File: src/rtl/multi_slot_io_mux_pkg.sv
// Shared constants for the multi-slot pad multiplexer: FSM states, register map, STATUS layout.
package multi_slot_io_mux_pkg;

  localparam int unsigned SLOT_W  = 4;
  localparam int unsigned STATE_W = 2;

  // Owner FSM states (encoding is visible in STATUS[9:8])
  localparam logic [STATE_W-1:0] ST_IDLE  = 2'd0;
  localparam logic [STATE_W-1:0] ST_DRAIN = 2'd1;
  localparam logic [STATE_W-1:0] ST_RUN   = 2'd2;

  // Register byte offsets inside the 16-byte window
  localparam logic [3:0] OFS_SEL      = 4'h0;
  localparam logic [3:0] OFS_STATUS   = 4'h4;
  localparam logic [3:0] OFS_FORCE_LO = 4'h8;
  localparam logic [3:0] OFS_FORCE_HI = 4'hC;

  // SEL / STATUS bit positions
  localparam int unsigned SEL_EN_BIT    = 31;
  localparam int unsigned ST_ACTIVE_LSB = 0;
  localparam int unsigned ST_STATE_LSB  = 8;
  localparam int unsigned ST_BUSY_BIT   = 16;
  localparam int unsigned ST_ERR_BIT    = 24;

  // Merge a 32-bit write into an old value honouring byte enables
  function automatic logic [31:0] be_merge(input logic [31:0] old_v,
                                           input logic [31:0] new_v,
                                           input logic [3:0]  be);
    logic [31:0] r;
    r = old_v;
    for (int unsigned b = 0; b < 4; b++) begin
      if (be[b]) r[b*8 +: 8] = new_v[b*8 +: 8];
    end
    return r;
  endfunction

endpackage

File: src/rtl/multi_slot_io_mux_regs.sv
// Wishbone register block: decode, single-cycle ack, SEL/FORCE registers and sticky error.
module multi_slot_io_mux_regs
  import multi_slot_io_mux_pkg::*;
#(
  parameter int unsigned NUM_SLOTS = 4,
  parameter int unsigned IO_WIDTH  = 38,
  parameter logic [31:0] BASE_ADDR = 32'h3000_0000
) (
  input  logic                clk,
  input  logic                rst_n,
  input  logic                wbs_cyc_i,
  input  logic                wbs_stb_i,
  input  logic                wbs_we_i,
  input  logic [3:0]          wbs_sel_i,
  input  logic [31:0]         wbs_adr_i,
  input  logic [31:0]         wbs_dat_i,
  output logic [31:0]         wbs_dat_o,
  output logic                wbs_ack_o,
  input  logic [STATE_W-1:0]  state,
  input  logic [SLOT_W-1:0]   active,
  output logic                sel_wr_c,
  output logic [SLOT_W-1:0]   sel_slot_c,
  output logic                sel_en_c,
  output logic [IO_WIDTH-1:0] force_oeb
);

  localparam int unsigned HI_W = IO_WIDTH - 32;

  logic [SLOT_W-1:0] sel_slot_q;
  logic              sel_en_q;
  logic              err_q;
  logic [31:0]       force_lo_q;
  logic [HI_W-1:0]   force_hi_q;

  logic        req_c;
  logic        wr_c;
  logic        rd_c;
  logic        sel_hit_c;
  logic        slot_ok_c;
  logic        err_clr_c;
  logic [31:0] status_c;
  logic [31:0] rdata_c;

  assign force_oeb = {force_hi_q, force_lo_q};

  // Request decode, SEL merge/validation and read mux
  always_comb begin
    req_c      = wbs_cyc_i & wbs_stb_i & (wbs_adr_i[31:4] == BASE_ADDR[31:4]) & ~wbs_ack_o;
    wr_c       = req_c & wbs_we_i;
    rd_c       = req_c & ~wbs_we_i;
    sel_slot_c = wbs_sel_i[0] ? wbs_dat_i[SLOT_W-1:0] : sel_slot_q;
    sel_en_c   = wbs_sel_i[3] ? wbs_dat_i[SEL_EN_BIT] : sel_en_q;
    slot_ok_c  = ({1'b0, sel_slot_c} < 5'(NUM_SLOTS));
    sel_hit_c  = wr_c & (wbs_adr_i[3:0] == OFS_SEL);
    sel_wr_c   = sel_hit_c & slot_ok_c;
    err_clr_c  = wr_c & (wbs_adr_i[3:0] == OFS_STATUS) & wbs_sel_i[3] & wbs_dat_i[ST_ERR_BIT];

    status_c = '0;
    status_c[ST_ACTIVE_LSB +: SLOT_W] = active;
    status_c[ST_STATE_LSB +: STATE_W] = state;
    status_c[ST_BUSY_BIT]             = (state == ST_DRAIN);
    status_c[ST_ERR_BIT]              = err_q;

    case (wbs_adr_i[3:0])
      OFS_SEL:      rdata_c = {sel_en_q, 27'b0, sel_slot_q};
      OFS_STATUS:   rdata_c = status_c;
      OFS_FORCE_LO: rdata_c = force_lo_q;
      OFS_FORCE_HI: rdata_c = 32'(force_hi_q);
      default:      rdata_c = '0;
    endcase
  end

  // Ack/read-data registers and register writes at the ack-raising edge
  always_ff @(posedge clk or negedge rst_n) begin
    if (!rst_n) begin
      wbs_ack_o  <= 1'b0;
      wbs_dat_o  <= '0;
      sel_slot_q <= '0;
      sel_en_q   <= 1'b0;
      err_q      <= 1'b0;
      force_lo_q <= '0;
      force_hi_q <= '0;
    end else begin
      wbs_ack_o <= req_c;
      wbs_dat_o <= rd_c ? rdata_c : '0;
      if (sel_wr_c) begin
        sel_slot_q <= sel_slot_c;
        sel_en_q   <= sel_en_c;
      end
      if (sel_hit_c && !slot_ok_c) begin
        err_q <= 1'b1;
      end else if (err_clr_c) begin
        err_q <= 1'b0;
      end
      if (wr_c && (wbs_adr_i[3:0] == OFS_FORCE_LO)) begin
        force_lo_q <= be_merge(force_lo_q, wbs_dat_i, wbs_sel_i);
      end
      if (wr_c && (wbs_adr_i[3:0] == OFS_FORCE_HI)) begin
        force_hi_q <= HI_W'(be_merge(32'(force_hi_q), wbs_dat_i, wbs_sel_i));
      end
    end
  end

endmodule

File: src/rtl/multi_slot_io_mux.sv
// Pad multiplexer: owner FSM with guarded drain between slot owners, pad mux and slot resets.
module multi_slot_io_mux
  import multi_slot_io_mux_pkg::*;
#(
  parameter int unsigned NUM_SLOTS    = 4,
  parameter int unsigned IO_WIDTH     = 38,
  parameter int unsigned GUARD_CYCLES = 16,
  parameter logic [31:0] BASE_ADDR    = 32'h3000_0000,
  parameter int unsigned DEFAULT_SLOT = 0,
  parameter bit          DEFAULT_EN   = 1'b1
) (
  input  logic                          wb_clk_i,
  input  logic                          wb_rst_n,
  input  logic                          wbs_cyc_i,
  input  logic                          wbs_stb_i,
  input  logic                          wbs_we_i,
  input  logic [3:0]                    wbs_sel_i,
  input  logic [31:0]                   wbs_adr_i,
  input  logic [31:0]                   wbs_dat_i,
  output logic [31:0]                   wbs_dat_o,
  output logic                          wbs_ack_o,
  input  logic [IO_WIDTH-1:0]           io_in,
  output logic [IO_WIDTH-1:0]           io_out,
  output logic [IO_WIDTH-1:0]           io_oeb,
  output logic [NUM_SLOTS*IO_WIDTH-1:0] slot_io_in,
  input  logic [NUM_SLOTS*IO_WIDTH-1:0] slot_io_out,
  input  logic [NUM_SLOTS*IO_WIDTH-1:0] slot_io_oeb,
  output logic [NUM_SLOTS-1:0]          slot_rst_n
);

  localparam int unsigned       CNT_W      = $clog2(GUARD_CYCLES);
  localparam logic [CNT_W-1:0]  GUARD_LOAD = CNT_W'(GUARD_CYCLES - 1);

  logic [STATE_W-1:0] state_q, state_d;
  logic [CNT_W-1:0]   cnt_q, cnt_d;
  logic [SLOT_W-1:0]  pend_slot_q, pend_slot_d;
  logic               pend_en_q, pend_en_d;
  logic [SLOT_W-1:0]  active_q, active_d;
  logic               boot_q, boot_d;

  logic                sel_wr_c;
  logic [SLOT_W-1:0]   sel_slot_c;
  logic                sel_en_c;
  logic [IO_WIDTH-1:0] force_oeb;
  logic [IO_WIDTH-1:0] act_out_c;
  logic [IO_WIDTH-1:0] act_oeb_c;
  logic [NUM_SLOTS-1:0] rst_onehot_c;

  multi_slot_io_mux_regs #(
    .NUM_SLOTS (NUM_SLOTS),
    .IO_WIDTH  (IO_WIDTH),
    .BASE_ADDR (BASE_ADDR)
  ) u_regs (
    .clk        (wb_clk_i),
    .rst_n      (wb_rst_n),
    .wbs_cyc_i  (wbs_cyc_i),
    .wbs_stb_i  (wbs_stb_i),
    .wbs_we_i   (wbs_we_i),
    .wbs_sel_i  (wbs_sel_i),
    .wbs_adr_i  (wbs_adr_i),
    .wbs_dat_i  (wbs_dat_i),
    .wbs_dat_o  (wbs_dat_o),
    .wbs_ack_o  (wbs_ack_o),
    .state      (state_q),
    .active     (active_q),
    .sel_wr_c   (sel_wr_c),
    .sel_slot_c (sel_slot_c),
    .sel_en_c   (sel_en_c),
    .force_oeb  (force_oeb)
  );

  // Owner FSM state registers
  always_ff @(posedge wb_clk_i or negedge wb_rst_n) begin
    if (!wb_rst_n) begin
      state_q     <= ST_IDLE;
      cnt_q       <= '0;
      pend_slot_q <= '0;
      pend_en_q   <= 1'b0;
      active_q    <= '0;
      boot_q      <= DEFAULT_EN;
    end else begin
      state_q     <= state_d;
      cnt_q       <= cnt_d;
      pend_slot_q <= pend_slot_d;
      pend_en_q   <= pend_en_d;
      active_q    <= active_d;
      boot_q      <= boot_d;
    end
  end

  // Next state: SEL writes start/restart a drain, drain expiry hands the pads over
  always_comb begin
    state_d     = state_q;
    cnt_d       = cnt_q;
    pend_slot_d = pend_slot_q;
    pend_en_d   = pend_en_q;
    active_d    = active_q;
    boot_d      = boot_q;
    case (state_q)
      ST_IDLE: begin
        if (sel_wr_c && sel_en_c) begin
          pend_slot_d = sel_slot_c;
          pend_en_d   = 1'b1;
          cnt_d       = GUARD_LOAD;
          state_d     = ST_DRAIN;
          boot_d      = 1'b0;
        end else if (boot_q) begin
          pend_slot_d = SLOT_W'(DEFAULT_SLOT);
          pend_en_d   = 1'b1;
          cnt_d       = GUARD_LOAD;
          state_d     = ST_DRAIN;
          boot_d      = 1'b0;
        end
      end
      ST_DRAIN: begin
        if (sel_wr_c) begin
          pend_slot_d = sel_slot_c;
          pend_en_d   = sel_en_c;
          cnt_d       = GUARD_LOAD;
        end else if (cnt_q == '0) begin
          if (pend_en_q) begin
            state_d  = ST_RUN;
            active_d = pend_slot_q;
          end else begin
            state_d = ST_IDLE;
          end
        end else begin
          cnt_d = cnt_q - CNT_W'(1);
        end
      end
      ST_RUN: begin
        if (sel_wr_c && (!sel_en_c || (sel_slot_c != active_q))) begin
          pend_slot_d = sel_slot_c;
          pend_en_d   = sel_en_c;
          cnt_d       = GUARD_LOAD;
          state_d     = ST_DRAIN;
        end
      end
      default: state_d = ST_IDLE;
    endcase
  end

  // Pad mux from the active slot; everything tri-stated unless in RUN
  always_comb begin
    act_out_c    = '0;
    act_oeb_c    = '1;
    rst_onehot_c = '0;
    for (int unsigned i = 0; i < NUM_SLOTS; i++) begin
      if (active_q == SLOT_W'(i)) begin
        act_out_c       = slot_io_out[i*IO_WIDTH +: IO_WIDTH];
        act_oeb_c       = slot_io_oeb[i*IO_WIDTH +: IO_WIDTH];
        rst_onehot_c[i] = 1'b1;
      end
    end
    io_out = '0;
    io_oeb = '1;
    if (state_q == ST_RUN) begin
      io_out = act_out_c;
      io_oeb = act_oeb_c | force_oeb;
    end
    slot_io_in = {NUM_SLOTS{io_in}};
  end

  // Slot resets: release one cycle into RUN, assert on the edge that leaves RUN
  always_ff @(posedge wb_clk_i or negedge wb_rst_n) begin
    if (!wb_rst_n) begin
      slot_rst_n <= '0;
    end else begin
      slot_rst_n <= ((state_q == ST_RUN) && (state_d == ST_RUN)) ? rst_onehot_c : '0;
    end
  end

endmodule
File: config.mk
export PLATFORM = sky130hd
export DESIGN_NAME = multi_slot_io_mux
export DESIGN_NICKNAME = d
export VERILOG_FILES = /design/src/rtl/multi_slot_io_mux_pkg.sv /design/src/rtl/multi_slot_io_mux_regs.sv /design/src/rtl/multi_slot_io_mux.sv
export SDC_FILE = /design/constraint.sdc
export NUM_CORES = 1
export LEC_CHECK = 0
export ABC_AREA = 1
export CAP_MARGIN = 20
export CORE_AREA = 2 2 265 267
export DETAILED_ROUTE_END_ITERATION = 7
export DIE_AREA = 0 0 267 269
export GPL_TIMING_DRIVEN = 0
export PLACE_DENSITY_LB_ADDON = 0.05
export SLEW_MARGIN = 20
export SYNTH_ARGS = -nofsm -noshare
export SYNTH_HDL_FRONTEND = slang
export SYNTH_SLANG_ARGS = --single-unit
File: constraint.sdc
create_clock -name wb_clk_i -period 5.1 [get_ports wb_clk_i]
set_input_delay 1.02 -clock wb_clk_i [delete_from_list [all_inputs] [get_ports wb_clk_i]]
set_output_delay 1.02 -clock wb_clk_i [all_outputs]
set_load 0.01 [all_outputs]
* After elaboration in Yosys (flattened, before gate mapping)
Cells that the tools add are included.
** Word-level totals
- Input bits :: 415
- Register bits :: 97
** Operators by class
- Reduce and logical (&&, ||, !) cells :: 23
- Muxes and demuxes :: 44
- Magnitude comparators :: 1
- Bitwise operators :: 14
- Add/subtract/negate cells :: 1
- Eq/ne operators :: 15
** Operators by type and width (number)
- $mux 38 :: 10
- $pmux 32 s4 :: 1
- $mux 4 :: 11
- $or 38x38->38 :: 1
- $mux 32 :: 1
- $eq 28x26->1 const B :: 1
- $pmux 4 s3 :: 2
- $logic_not 4->1 :: 3
- $mux 2 :: 6
- $reduce_and 4->1 :: 3
- $mux 1 :: 11
- $and 1x1->1 :: 10
- $reduce_and 2->1 :: 5
- $eq 4x2->1 const B :: 2
- $eq 4x4->1 const B :: 2
- $logic_and 1x1->1 :: 6
- $ne 3x3->1 const B :: 2
- $pmux 2 s3 :: 1
- $eq 2x2->1 const B :: 2
- $eq 4x1->1 const B :: 1
- $eq 4x3->1 const B :: 1
- $lt 4x3->1 const B :: 1
- $ne 2x2->1 const B :: 2
- $ne 4x4->1 :: 1
- other kinds (9) :: 12

* Depth between registers and ports, before layout
- Depth in word-level cells :: 12
- Mapped depth :: 15
- Gate-level depth less buffers :: 15

* Modules after synthesis
Synthesis repeated with hierarchy kept, for this count alone.
** Unflattened totals
- Cell total of the unflattened synthesis :: 1176
- Area total of the unflattened synthesis :: 8126.5 sq um
** By module, submodules not included
- multi_slot_io_mux :: area an instance 4599.4 sq um, instances 1, cells each 731
- multi_slot_io_mux_regs :: area an instance 3527.1 sq um, instances 1, cells each 445

* Worst setup path before layout
OpenSTA, ideal clock, no wires.
- Kind :: reg-to-output
- From :: reg state_q[0]
- To :: out io_oeb[25]
- Stages on the path, launching flop included :: 7
- Path buffers :: 3
- Data arrival time :: 1575 ps
- Slack :: 2505 ps
- Data required time :: 4080 ps
- Cell sequence :: dfrtp_1 inv_1 ha_1 buf_2 clkbuf_1 clkbuf_1 o2111ai_1
** Between the ends
- Cells in the longest elaborated chain, start to end :: 2
** Ends and longest elaborated chain
- start, declared :: RTL line multi_slot_io_mux.sv:34 : logic [STATE_W-1:0] state_q, state_d;
- start signal, assigned :: RTL line multi_slot_io_mux.sv:82 : state_q <= state_d;
- $eq 2x2->1 :: RTL line multi_slot_io_mux.sv:157 : if (state_q == ST_RUN) begin
- $mux 38 :: RTL line multi_slot_io_mux.sv:157
- end, declared :: RTL line multi_slot_io_mux.sv:24 : output logic [IO_WIDTH-1:0] io_oeb,
No other way between the ends.

* Worst setup path after layout
- From :: reg state_q[0]
- To :: out io_oeb[26]
Same word-level chain as after synthesis.

==> metrics <==
outcome=completed; Total GRT Usage=15.7%; Hold WC Path Type=reg -> reg; fin crit period=4.62 ns; Yosys cell types=49; Max-slew headroom=a little over a quarter; die height=~270 um; routability-driven placement congestion ratio=0.811; placed insts=~2.6k; ys async rst share=between 90% and 100%; Post-synth EDFFs=0; Post-Syn Area per Cell=7.71 um2; internal power=1.70 mW; sequential group share of total power=34.5%; 1st-pass router iterations=5; # clock sinks=97; Fmax achieved=between 0.2 and 0.25 GHz; Critical Path RT=4.08 ns; CTS tree=yes; Final nets=2109; crit end category=output pin; Non-Filler Instances=roughly 2.6k; skew final=0.00982 ns; DR WL/cell=about 23 um; unrepaired setup endpoints after global routing=false; post-synthesis cell area=~0.0080 mm2; fill count=7719; CP Max Fanout=10; first-pass GRT wire length=about 80 mm; Root Buffer=clkbuf_16; hold slack=0.494 ns; power share of the combinational group=27.4%; antenna violations before repair=13; Tcrit/Tclk final=slightly above 90%; largest family of logic cells by synthesized area=buffers and inverters; Clock Latency Late Sink=~0.36 ns; via count=10.0k; Starting Density=11.5%; crit path launch=state_q[0]; startpoint types=flip-flop; post-synthesis mux area share=about 3%; worst r2r src=active_q[2]; CTS H-Tree Depth=3; Synth Area in Adders=0.939%; Syn-to-layout area delta=99.9%; Synth Area in XOR/XNOR=0.110%; TritonCTS buffer count=9; Max clock buf depth=2; Power Dens Cells=between 100 and 150 mW/mm2; maximum vdd drop=about 0.14 mV; Hold Path Origin=u_regs.force_hi_q[2]; number of global-route vias before repair=10.2k; layout cell share with drive strength beyond 1=between 10% and 20%; Fin Setup TNS=0 ns; DR vias/cell=3.80; I/O Buffers=640; wirelength, routed=59.8 mm; Die Wd=267 um; Gates resized, CTS repair=0; cts hold-fix bufs=0; total net switching power=roughly 0.52 mW; register area share after synthesis=30.4%; Final Max Tran Viols=0; CTS clk-pin slew, worst paths=~0.080 ns; DRC viols=0; CP arrival=3.60 ns; sw frac=23.4%; Synth Area in Compound Gates=20.4%; kind of critical path=reg -> out; Core ar.=0.0693 mm2; simple-gate share of the synthesized area=22.1%; cell leakage power=6.00 nW; Fin. Hold Viols=0; GRT overflow=0; post-DP HPWL=51.0 mm; # Post-CTS Setup Buffers=0; Finish-stage setup viols=0; most common flop cell mapped by yosys=dfrtp_1; IO Count=680; Die ar.=0.0718 mm2; YS warnings=0; Final ANT Viol Nets=0; Row Count=97; cells after synthesis=1036; Clock power frac=a little under two fifths; Mapped Nets=1457; pin count of the biggest net entering global routing=66; max cap viols=0; slew at the pin with the worst max-slew slack=1.11 ns; Yosys reg bits=97; 1st-iter DRT viols=524
worst max-delay path, stage by stage, from the launching register on:
cell             delay [ns]
dfrtp_1                0.43
inv_1                  0.18
ha_1                   0.17
buf_2                  0.33
clkbuf_1               0.54
clkbuf_1               0.77
o2111ai_1              0.25
clkdlybuf4s50_1        0.57
routing by layer:
layer  up-vias  track usage (%)  wire length, um
met5         -                0               94
met4        16             2.90              745
met3        49             4.74             4510
met2       420             27.6            29800
met1      4707             19.0            24600
li1       4842                -                -
worst paths after layout:
| path | endpoint | cells after the start | slack (ns) |
|---|---|---|---|
| setup / recovery | io_oeb[26] | 7 | 0.48 |
| hold / removal | u_regs.force_hi_q[2] | 2 | 0.49 |
| setup reg to reg | slot_rst_n[3] | 6 | 2.65 |
| hold reg to reg | u_regs.force_hi_q[2] | 2 | 0.49 |
| max in group asynchronous | boot_q | 2 | 3.83 |
| min in group asynchronous | u_regs.force_lo_q[23] | 1 | 0.55 |
cells in the mapped netlist (11+ instances only):
library cell	count	area, um2
buf_4	153	1150
inv_2	11	41.3
buf_2	14	70.1
a21oi_1	48	240
nor3_1	22	110
a31oi_1	36	225
dfrtp_1	96	2400
o221ai_1	34	298
o21ai_1	20	100
o21ai_0	11	55.1
nand3_1	24	120
nand2_1	123	462
o2111ai_1	35	307
clkbuf_1	52	195
nor2_1	51	191
o22ai_1	47	294
nand4_1	80	500
inv_1	93	349
cell usage in the layout (no fill, tap or decap), types with 10 or more instances in the layout:
master	n
inv_2	11
clkbuf_1	52
o221ai_1	34
mux2_2	10
buf_2	14
o2111ai_1	35
clkdlybuf4s50_1	639
o21ai_1	20
nand4_1	80
nor3_1	21
a21oi_1	48
nand2_1	123
buf_4	153
inv_1	93
nor2_1	51
dfrtp_1	96
o22ai_1	47
o21ai_0	11
a31oi_1	36
nand2_2	10
nand3_1	24
power by group through the flow:
stage	Combinational, mW	Clock [mW]	Sequential [mW]
after floorplan	0.153	0	0.784
after global placement	0.613	0	0.784
after detailed placement	0.614	0	0.784
after CTS	0.617	0.881	0.768
after global routing	0.650	0.908	0.768
final	0.610	0.847	0.768
kinds of logic after synthesis:
| group | after synthesis |
|---|---|
| AND/OR/NAND/NOR | 338 |
| XOR/XNOR | 1 |
| flip-flops | 97 |
| buffers and inverters | 331 |
| adder cells (fa/ha/maj) | 6 |
| multiplexers | 19 |
| AO/OA/AOI/OAI | 244 |
registers in the layout, indices dropped and copies added, names as in the netlist:
register	flops
pend_slot_q	4
cnt_q	4
active_q	4
u_regs.wbs_ack_o	1
u_regs.sel_slot_q	4
u_regs.wbs_dat_o	32
u_regs.sel_en_q	1
u_regs.force_hi_q	6
u_regs.force_lo_q	32
state_q	2
boot_q	1
slot_rst_n	4
u_regs.err_q	1
pend_en_q	1
cell type report:
cell class	instances	area, um2	area share (%)
Antenna cell	6	15.0	0.0940
Buffer	225	1440	9.04
Clock buffer	10	239	1.50
Clock inverter	6	113	0.705
Inverter	106	400	2.51
Multi-Input combinational cell	608	3720	23.3
Sequential cell	97	2430	15.2
Tap cell	940	1180	7.36
Timing Repair Buffer	641	6430	40.3
metrics by stage:
step	power (mW)	setup slack, ns	util (%)	area [um2]
final	2.23	0.480	23.1	16000
after global placement	1.40	-1.54	22.5	15600
after floorplan	0.937	2.51	-	7990
after detailed placement	1.40	0.768	22.5	15600
after CTS	2.27	0.353	23.0	16000
after global routing	2.33	0.259	23.0	16000
Note: power is estimated with default switching activity, not from simulation.
